### src/rtl/mean_window_avg.sv
// Running average over the last 2^LOG_DEPTH accepted mean samples, with
// min/max peak-hold since the last reset or clear.
module mean_window_avg #(
  parameter int unsigned SIZE      = 32,
  parameter int unsigned LOG_DEPTH = 2
) (
  input  logic                 clk,
  input  logic                 reset,
  input  logic                 mean_valid,
  input  logic [SIZE-1:0]      mean_in,
  input  logic                 clear,
  output logic [SIZE-1:0]      avg_out,
  output logic                 avg_valid,
  output logic [SIZE-1:0]      min_out,
  output logic [SIZE-1:0]      max_out,
  output logic [LOG_DEPTH:0]   fill_count,
  output logic                 full
);

  localparam int unsigned DEPTH = 1 << LOG_DEPTH;
  localparam int unsigned SW    = SIZE + LOG_DEPTH;
  localparam logic [LOG_DEPTH:0] FULL_CNT = DEPTH[LOG_DEPTH:0];

  logic [SIZE-1:0]      win_q [DEPTH];
  logic [LOG_DEPTH-1:0] wr_ptr_q, wr_ptr_d;
  logic [SW-1:0]        sum_q, sum_d;
  logic [LOG_DEPTH:0]   fill_q, fill_d;
  logic [SIZE-1:0]      min_q, min_d, max_q, max_d;
  logic [SIZE-1:0]      avg_q, avg_d;
  logic                 avg_valid_q, avg_valid_d;
  logic                 pend_q, pend_d;
  logic                 flush, accept, is_full;
  logic [SIZE-1:0]      old;

  assign flush   = reset | clear;
  assign accept  = mean_valid & ~flush;
  assign is_full = (fill_q == FULL_CNT);
  // Entries are never reset, so the oldest value only counts once the window is full.
  assign old     = is_full ? win_q[wr_ptr_q] : '0;

  always_comb begin
    wr_ptr_d    = wr_ptr_q;
    sum_d       = sum_q;
    fill_d      = fill_q;
    min_d       = min_q;
    max_d       = max_q;
    pend_d      = 1'b0;
    avg_d       = avg_q;
    avg_valid_d = 1'b0;
    if (flush) begin
      wr_ptr_d = '0;
      sum_d    = '0;
      fill_d   = '0;
      min_d    = '1;
      max_d    = '0;
      avg_d    = '0;
    end else begin
      // Second stage: publish the sum registered by the previous accept.
      if (pend_q) begin
        avg_d       = sum_q[SW-1:LOG_DEPTH];
        avg_valid_d = 1'b1;
      end
      if (accept) begin
        wr_ptr_d = wr_ptr_q + 1'b1;
        sum_d    = sum_q + SW'(mean_in) - SW'(old);
        fill_d   = is_full ? fill_q : fill_q + 1'b1;
        min_d    = (mean_in < min_q) ? mean_in : min_q;
        max_d    = (mean_in > max_q) ? mean_in : max_q;
        pend_d   = (fill_d == FULL_CNT);
      end
    end
  end

  always_ff @(posedge clk) begin
    if (reset) begin
      wr_ptr_q    <= '0;
      sum_q       <= '0;
      fill_q      <= '0;
      min_q       <= '1;
      max_q       <= '0;
      pend_q      <= 1'b0;
      avg_q       <= '0;
      avg_valid_q <= 1'b0;
    end else begin
      wr_ptr_q    <= wr_ptr_d;
      sum_q       <= sum_d;
      fill_q      <= fill_d;
      min_q       <= min_d;
      max_q       <= max_d;
      pend_q      <= pend_d;
      avg_q       <= avg_d;
      avg_valid_q <= avg_valid_d;
    end
  end

  always_ff @(posedge clk) begin
    if (accept) win_q[wr_ptr_q] <= mean_in;
  end

  assign avg_out    = avg_q;
  assign avg_valid  = avg_valid_q;
  assign min_out    = min_q;
  assign max_out    = max_q;
  assign fill_count = fill_q;
  assign full       = is_full;

endmodule

### config.mk
export PLATFORM = sky130hd
export DESIGN_NAME = mean_window_avg
export DESIGN_NICKNAME = d
export VERILOG_FILES = /design/src/rtl/mean_window_avg.sv
export SDC_FILE = /design/constraint.sdc
export NUM_CORES = 1
export LEC_CHECK = 0
export CAP_MARGIN = 20
export CORE_MARGIN = 2
export CORE_UTILIZATION = 58
export CTS_CLUSTER_DIAMETER = 80
export CTS_CLUSTER_SIZE = 30
export DETAILED_ROUTE_END_ITERATION = 10
export MAX_ROUTING_LAYER = met4
export PLACE_DENSITY = 0.84
export SLEW_MARGIN = 40
export SYNTH_ARGS = -nofsm -noshare
export SYNTH_HDL_FRONTEND = slang
export SYNTH_SLANG_ARGS = --single-unit
### constraint.sdc
create_clock -name clk -period 5.1 [get_ports clk]
set_input_delay 0.51 -clock clk [delete_from_list [all_inputs] [get_ports clk]]
set_output_delay 0.51 -clock clk [all_outputs]
set_load 0.01 [all_outputs]
; Yosys cells after proc, flatten, opt, wreduce, memory -nomap -nowiden
; Memory sizes are Yosys's and may differ from the RTL's. A register that Yosys moved wholly into a read port is not among the register bits.
; Index checks and enable logic that the tools add are counted.
[totals]
inputBits = 36
elab_cells = 32
reg_bits = 137
memories = 1
ramBits = 128
output_inout_bits = 101
[mem_list]
columns = name, depth, width, rd, rd_ports_with_merged_regs, wr, line_no
row1 = win_q, 4, 32, 1, 1, 1, 24  ; logic [SIZE-1:0] win_q [DEPTH];
[classes]
n_addsub = 4
n_eq_ne = 2
bitwise_logic = 4
n_lt_le_gt_ge = 2
reduce_logical = 4
muxes = 7
[op_table]
columns = cell, count
row1 = $add A34 B32 Y34, 1
row2 = $sub A34 B32 Y34, 1
row3 = $gt A32 B32 Y1, 1
row4 = $lt A32 B32 Y1, 1
row5 = $mux W32, 1
row6 = $eq A3 B3 Y1 const B, 2
row7 = $mux W2, 2
row8 = $reduce_and A2 Y1, 2
row9 = $add A3 B1 Y3 const B, 1
row10 = $mux W1, 3
row11 = $mux W3, 1
row12 = $reduce_or A3 Y1, 1
row13 = $add A2 B1 Y2 const B, 1
row14 = $not A1 Y1, 2
row15 = $reduce_or A2 Y1, 1
row16 = $and A1 B1 Y1, 1
row17 = $or A1 B1 Y1, 1

; Logic depth before layout (Yosys ltp)
; Gate-level depths: netlist (run 1).
[depth]
word_depth = 5
ltp_mapped = 20

; Worst setup path after synthesis (run 1)
; No wires, ideal clock.
[synth_timing]
kind = flip-flop to flip-flop
from = register with a tool-made name
to = register sum_q[26]
slack_ns = 0.635
n_path_buf = 2
arrival_time_ns = 4.369
synth_period_minus_slack_ns = 4.465
path_stages_with_launch = 19
setup_ns = 0.096
path_cell_list = dfxtp_1 > clkbuf_1 > buf_1 > mux4_2 > and2_1 > ha_1 > inv_1 > ha_1 > inv_1 > fa_1 > and2b_1 > o31a_1 > o21ai_2 > a21oi_4 > a31oi_4 > o31ai_4 > a221oi_2 > or4b_1 > o311ai_1
[synth_rtl]
columns = element, line_no
row1 = "end signal, assigned", 86  ; sum_q <= sum_d;
row2 = "end, declared", 26  ; logic [SW-1:0] sum_q, sum_d;

==> results of run 1 <==
## how the worst max path moves through the flow
stage / cells past startpoint / from / to
final: 13 / register / sum_q[26]$_SDFFE_PP0P_
after global routing: 14 / register / sum_q[26]$_SDFFE_PP0P_
after CTS: 14 / register / sum_q[26]$_SDFFE_PP0P_
after detailed placement: 13 / mean_in[1] / sum_q[26]$_SDFFE_PP0P_
after global placement: 14 / register / sum_q[26]$_SDFFE_PP0P_
after floorplan: 18 / register / sum_q[26]$_SDFFE_PP0P_
## cells by family after synthesis
logic type | count (synthesis) | share of synthesized area
xor gates and xnor gates | 29 | 0.0180
DFF | 267 | 0.471
and+or+nand+nor | 298 | 0.103
AOI/OAI and AO/OA | 234 | 0.109
buffers and inverters | 259 | 0.0693
adders and majority gates | 135 | 0.137
muxes | 90 | 0.0925
## per-layer routing
metal | up-vias | wire, um | global-route usage
li1 | 4783 | - | -
met1 | 4931 | 14700 | 0.382
met2 | 443 | 15300 | 0.412
met3 | 78 | 2790 | 0.0429
met4 | 0 | 900 | 0.0762
met5 | - | 0 | -
## state kept, by name (all words and copies together), names as in the netlist, named ones only
signal,cells
max_out,32
win_q,128
min_out,32
sum_q,34
wr_ptr_q,2
fill_count,3
avg_out,32
pend_q,1
avg_valid,1
## power breakdown
group	internal, uW	total, uW	switching [uW]
logic	447	1070	623
clock network	506	1170	667
registers	2300	2340	48.9
## synth_stat cells (all sizes together), types with 35 or more instances
| library cell | count |
|---|---|
| o211ai | 35 |
| nor2 | 83 |
| a21oi | 52 |
| and2 | 36 |
| nand2 | 62 |
| mux2i | 57 |
| dfxtp | 139 |
| o21ai | 65 |
| inv | 202 |
| ha | 103 |
| nand3 | 41 |
| edfxtp | 128 |
| clkbuf | 36 |
| a21o | 39 |
## metrics by stage
step	util	instance area (um^2)	power [uW]	hold slack, ps	cells
4_1_cts	0.670	16200	4600	478	1751
6_report	0.671	16200	4590	477	1751
3_5_place_dp	0.654	15800	3450	463	1730
2_1_floorplan	-	14100	3140	438	1312
5_1_grt	0.671	16200	4810	514	1751
3_3_place_gp	0.654	15800	3430	461	1730
## worst min-delay path: stages, from the launching register on
cell and delay, ps:
dfxtp_1 340, nand2_1 60, o21ai_1 50
## cell type report
class	instances	area, um^2
Inverter	202	758
Clock buffer	17	350
Timing Repair Buffer	151	1500
Clock inverter	4	37.5
Multi-Input combinational cell	786	6480
Sequential cell	267	6630
Fill cell	1849	7940
Tap cell	324	405
==> flow_summary.json, run 1 <==
{
  "worst_pin_slew_ps": 752,
  "holdPathStages": 2,
  "setup.worst_path.end_class": "register",
  "cts_resized": 0,
  "viasPerCell": 5.85,
  "synth_area_mm2": 0.0141,
  "max_cap_viol_count": 0,
  "drc": 0,
  "fp.dieH_um": 160,
  "yosysWarnings": 0,
  "slowest_delay_ps": 660,
  "pin_count": 137,
  "fin_ws_ps": 616,
  "r2r_setup_slack_ps": 620,
  "synth-edff-count": 128,
  "maxSlewHeadroom": 0.499,
  "min_period_ps": 4480,
  "crit_required_ps": 5490,
  "skew_ps": 17.4,
  "path_common_cell": "fa_1",
  "antenna_found_initial": 0,
  "ys_seq_area_frac": 0.471,
  "max_freq_mhz": 223,
  "holdPathEnd": "sum_q[28]$_SDFFE_PP0P_",
  "critPathTopFamily": "compound AO/OA/AOI/OAI gates",
  "p_leak_uw": 0.00668,
  "hp-class": "reg2reg",
  "syn2layout_area_growth_pct": 14.8,
  "wirelength_um": 33700,
  "wl_per_cell_um": 19.2,
  "synth_area_leaders": "edfxtp_1, dfxtp_1, ha_1, inv_1, mux4_2",
  "rows": 57,
  "critPathArrivalTime_ps": 4870,
  "setup_tns_ps": 0,
  "grt_pass1_vias": 9868,
  "syn_avg_cell_area_um2": 10.7,
  "cts_buffers": 13,
  "postCtsSetupBuffers": 0,
  "num_vias": 10200,
  "cts_root_buf": "clkbuf_16",
  "most-common-layout-cells": "inv_1, dfxtp_1, clkdlybuf4s50_1, edfxtp_1, ha_1",
  "cp_max_fo": 13,
  "finalHoldViolCount": 0,
  "worstReg2RegEnd": "sum_q[26]$_SDFFE_PP0P_",
  "cts.sinks": 267,
  "ant_nets": 0,
  "cts_tree": "built",
  "synth_cells": 1312,
  "initial_core_util": 0.584,
  "netlist.area_leader.share": 0.273,
  "first_pass_iters": 5,
  "die_area_mm2": 0.0255,
  "dp_hpwl_um": 25400,
  "synth-main-ff-cell": "dfxtp_1",
  "powerDensity_mw_per_mm2": 284,
  "core_mm2": 0.0241,
  "ys_seq_elements": 267,
  "antenna_cells": 0,
  "rsz0062_at_grt": "no",
  "crit_buf_inv": 0,
  "grt_usage": 0.271,
  "ctsLongestPathBuffers": 3,
  "slowest_stage": "dfxtp_2",
  "dp_slack_ps": 618,
  "post-route-period-util": 0.879,
  "layout-drive-gt1-share": 0.0575,
  "min-delay-start": "sum_q[28]$_SDFFE_PP0P_",
  "clkTransAtPathRegs_ps": 110,
  "crit_type": "reg2reg",
  "port_buffers": 136,
  "cts_htree_levels": 1,
  "synth_cell_type_count": 61,
  "cp-start-kind": "register",
  "crit_chain": "mux4_2, and2_1, fa_1, fa_1, and2b_1, o31a_1, o21ai_2, a21oi_4, a31oi_4, o31ai_4, a221oi_2, or4b_1, o311ai_1",
  "slew_viol_final": 0,
  "synth_top_area_cell": "edfxtp_1",
  "routabilityCongestion": 0.899,
  "grt_pass1_wl_um": 53700,
  "final_common_cell": "inv_1",
  "cts_hold_buffers": 0,
  "status": "complete, no violations",
  "syn_nets": 1483,
  "layout.nets": 1592,
  "ir_drop_uv": 219,
  "r2r_cells": 13,
  "drtIter0Drc": 1023,
  "grt_overflow_total": 0,
  "async_flop_share": 0,
  "setup_viol": 0,
  "fp.dieW_um": 160,
  "grt_max_degree": 74,
  "clk_latency_ps": 490
}
Note: power is estimated with default switching activity, not from simulation.
==> run 2: changes to the inputs <==
- CORE_MARGIN: 2 -> not set
==> flow_summary.json, run 2 (same netlist as run 1, synthesis figures left out) <==
{
  "status": "complete, no violations",
  "post-route-period-util": 0.859,
  "syn2layout_area_growth_pct": 15.3,
  "layout.nets": 1594,
  "final_common_cell": "inv_1",
  "largest_reg_flops": 128,
  "rsz0062_at_grt": "no",
  "wl_per_cell_um": 19.7,
  "worst_pin_slew_ps": 688,
  "instances_no_fill": 1750,
  "grt_pass1_vias": 9816,
  "slowest_delay_ps": 540,
  "pin_count": 137,
  "antenna_cells": 0,
  "max_cap_viol_count": 0,
  "place_area_mm2": 0.0158,
  "slowest_stage": "mux4_2",
  "first_pass_iters": 5,
  "cts.sinks": 267,
  "port_buffers": 136,
  "crit_required_ps": 5540,
  "grt_max_degree": 74,
  "cp_max_fo": 11,
  "cts_htree_levels": 1,
  "cts_hold_buffers": 0,
  "setup_viol": 0,
  "p_leak_uw": 0.00672,
  "crit_chain": "buf_4, buf_4, mux4_2, and2_1, fa_1, inv_1, ha_1, nand3_1, nor2_1, nand4_1, a211oi_1, or3_1, o221ai_1, and3_1, o21ai_1, mux2i_1",
  "cts_tree": "built",
  "cts_resized": 0,
  "cts_root_buf": "clkbuf_16",
  "skew_ps": 17.3,
  "drtIter0Drc": 975,
  "total_power_uw": 4720,
  "routabilityCongestion": 0.939,
  "fp.dieH_um": 158,
  "dp_hpwl_um": 25100,
  "r2r_cells": 16,
  "final_area_mm2": 0.0162,
  "layout-drive-gt1-share": 0.0601,
  "crit_type": "reg2reg",
  "finalHoldViolCount": 0,
  "die_area_mm2": 0.0249,
  "core_mm2": 0.0236,
  "antenna_found_initial": 0,
  "fp.dieW_um": 158,
  "viasPerCell": 5.88,
  "ctsLongestPathBuffers": 3,
  "num_vias": 10300,
  "powerDensity_mw_per_mm2": 291,
  "most-common-layout-cells": "inv_1, dfxtp_1, clkdlybuf4s50_1, edfxtp_1, ha_1",
  "path_common_cell": "buf_4",
  "cts_buffers": 14,
  "wirelength_um": 34400,
  "hp-class": "reg2reg",
  "grt_pass1_wl_um": 53600,
  "ant_nets": 0,
  "clk_latency_ps": 510,
  "max_freq_mhz": 228,
  "setup_tns_ps": 0,
  "rows": 56,
  "initial_core_util": 0.596,
  "min_period_ps": 4380,
  "setup.worst_path.end_class": "register",
  "regMostFlops": "win_q",
  "clkTransAtPathRegs_ps": 110,
  "place_inst": 1726,
  "grt_usage": 0.291,
  "cp-start-kind": "register",
  "top_regs": "win_q (128), sum_q (34)",
  "ir_drop_uv": 230,
  "critPathArrivalTime_ps": 4820,
  "slew_viol_final": 0,
  "grt_overflow_total": 0,
  "drc": 0,
  "maxSlewHeadroom": 0.541,
  "postCtsSetupBuffers": 0,
  "holdPathStages": 2
}
==> run 2: final timing paths <==
| kind | start | to | slack, ps |
|---|---|---|---|
| max | register | sum_q[33]$_SDFFE_PP0P_ | 720 |
| min | sum_q[28]$_SDFFE_PP0P_ | sum_q[28]$_SDFFE_PP0P_ | 490 |
| max reg2reg | register | sum_q[33]$_SDFFE_PP0P_ | 720 |
| min reg2reg | sum_q[28]$_SDFFE_PP0P_ | sum_q[28]$_SDFFE_PP0P_ | 490 |
==> run 2: critical path: cells and delay by family, from the launching register on <==
family	cells	cell delay [ps]
flip-flops	1	400
adder cells (fa/ha/maj)	2	890
buffers and inverters	3	610
AO/OA/AOI/OAI	3	580
multiplexers	2	730
AND/OR/NAND/NOR	6	1120
==> run 2: routing by layer <==
layer | track usage | vias to the layer above | routed length (um)
met5 | - | - | 0
met1 | 0.410 | 4899 | 14800
li1 | - | 4794 | -
met4 | 0.0855 | 0 | 805
met2 | 0.437 | 519 | 15600
met3 | 0.0460 | 80 | 3180
==> run 2: cell type report <==
| type | count | area, um^2 |
|---|---|---|
| inverters | 202 | 758 |
| clock inverters | 6 | 77.6 |
| flip-flops and latches | 267 | 6630 |
| well taps | 319 | 399 |
| fillers | 1686 | 7380 |
| repair buffers | 152 | 1490 |
| multi-input cells | 786 | 6480 |
| clock buffers | 18 | 387 |
==> run 2: power by group <==
part	switching [uW]	internal, uW
Sequential	46.2	2300
Combinational	623	448
Clock	732	577
Total	1400	3320
==> run 2: stage by stage <==
step	utilization	hold WS [ps]	worst slack [ps]
finish	0.687	486	718
global route	0.687	523	414
CTS	0.687	494	700
detailed placement	0.667	480	787
global placement	0.667	463	796
floorplan	-	438	635
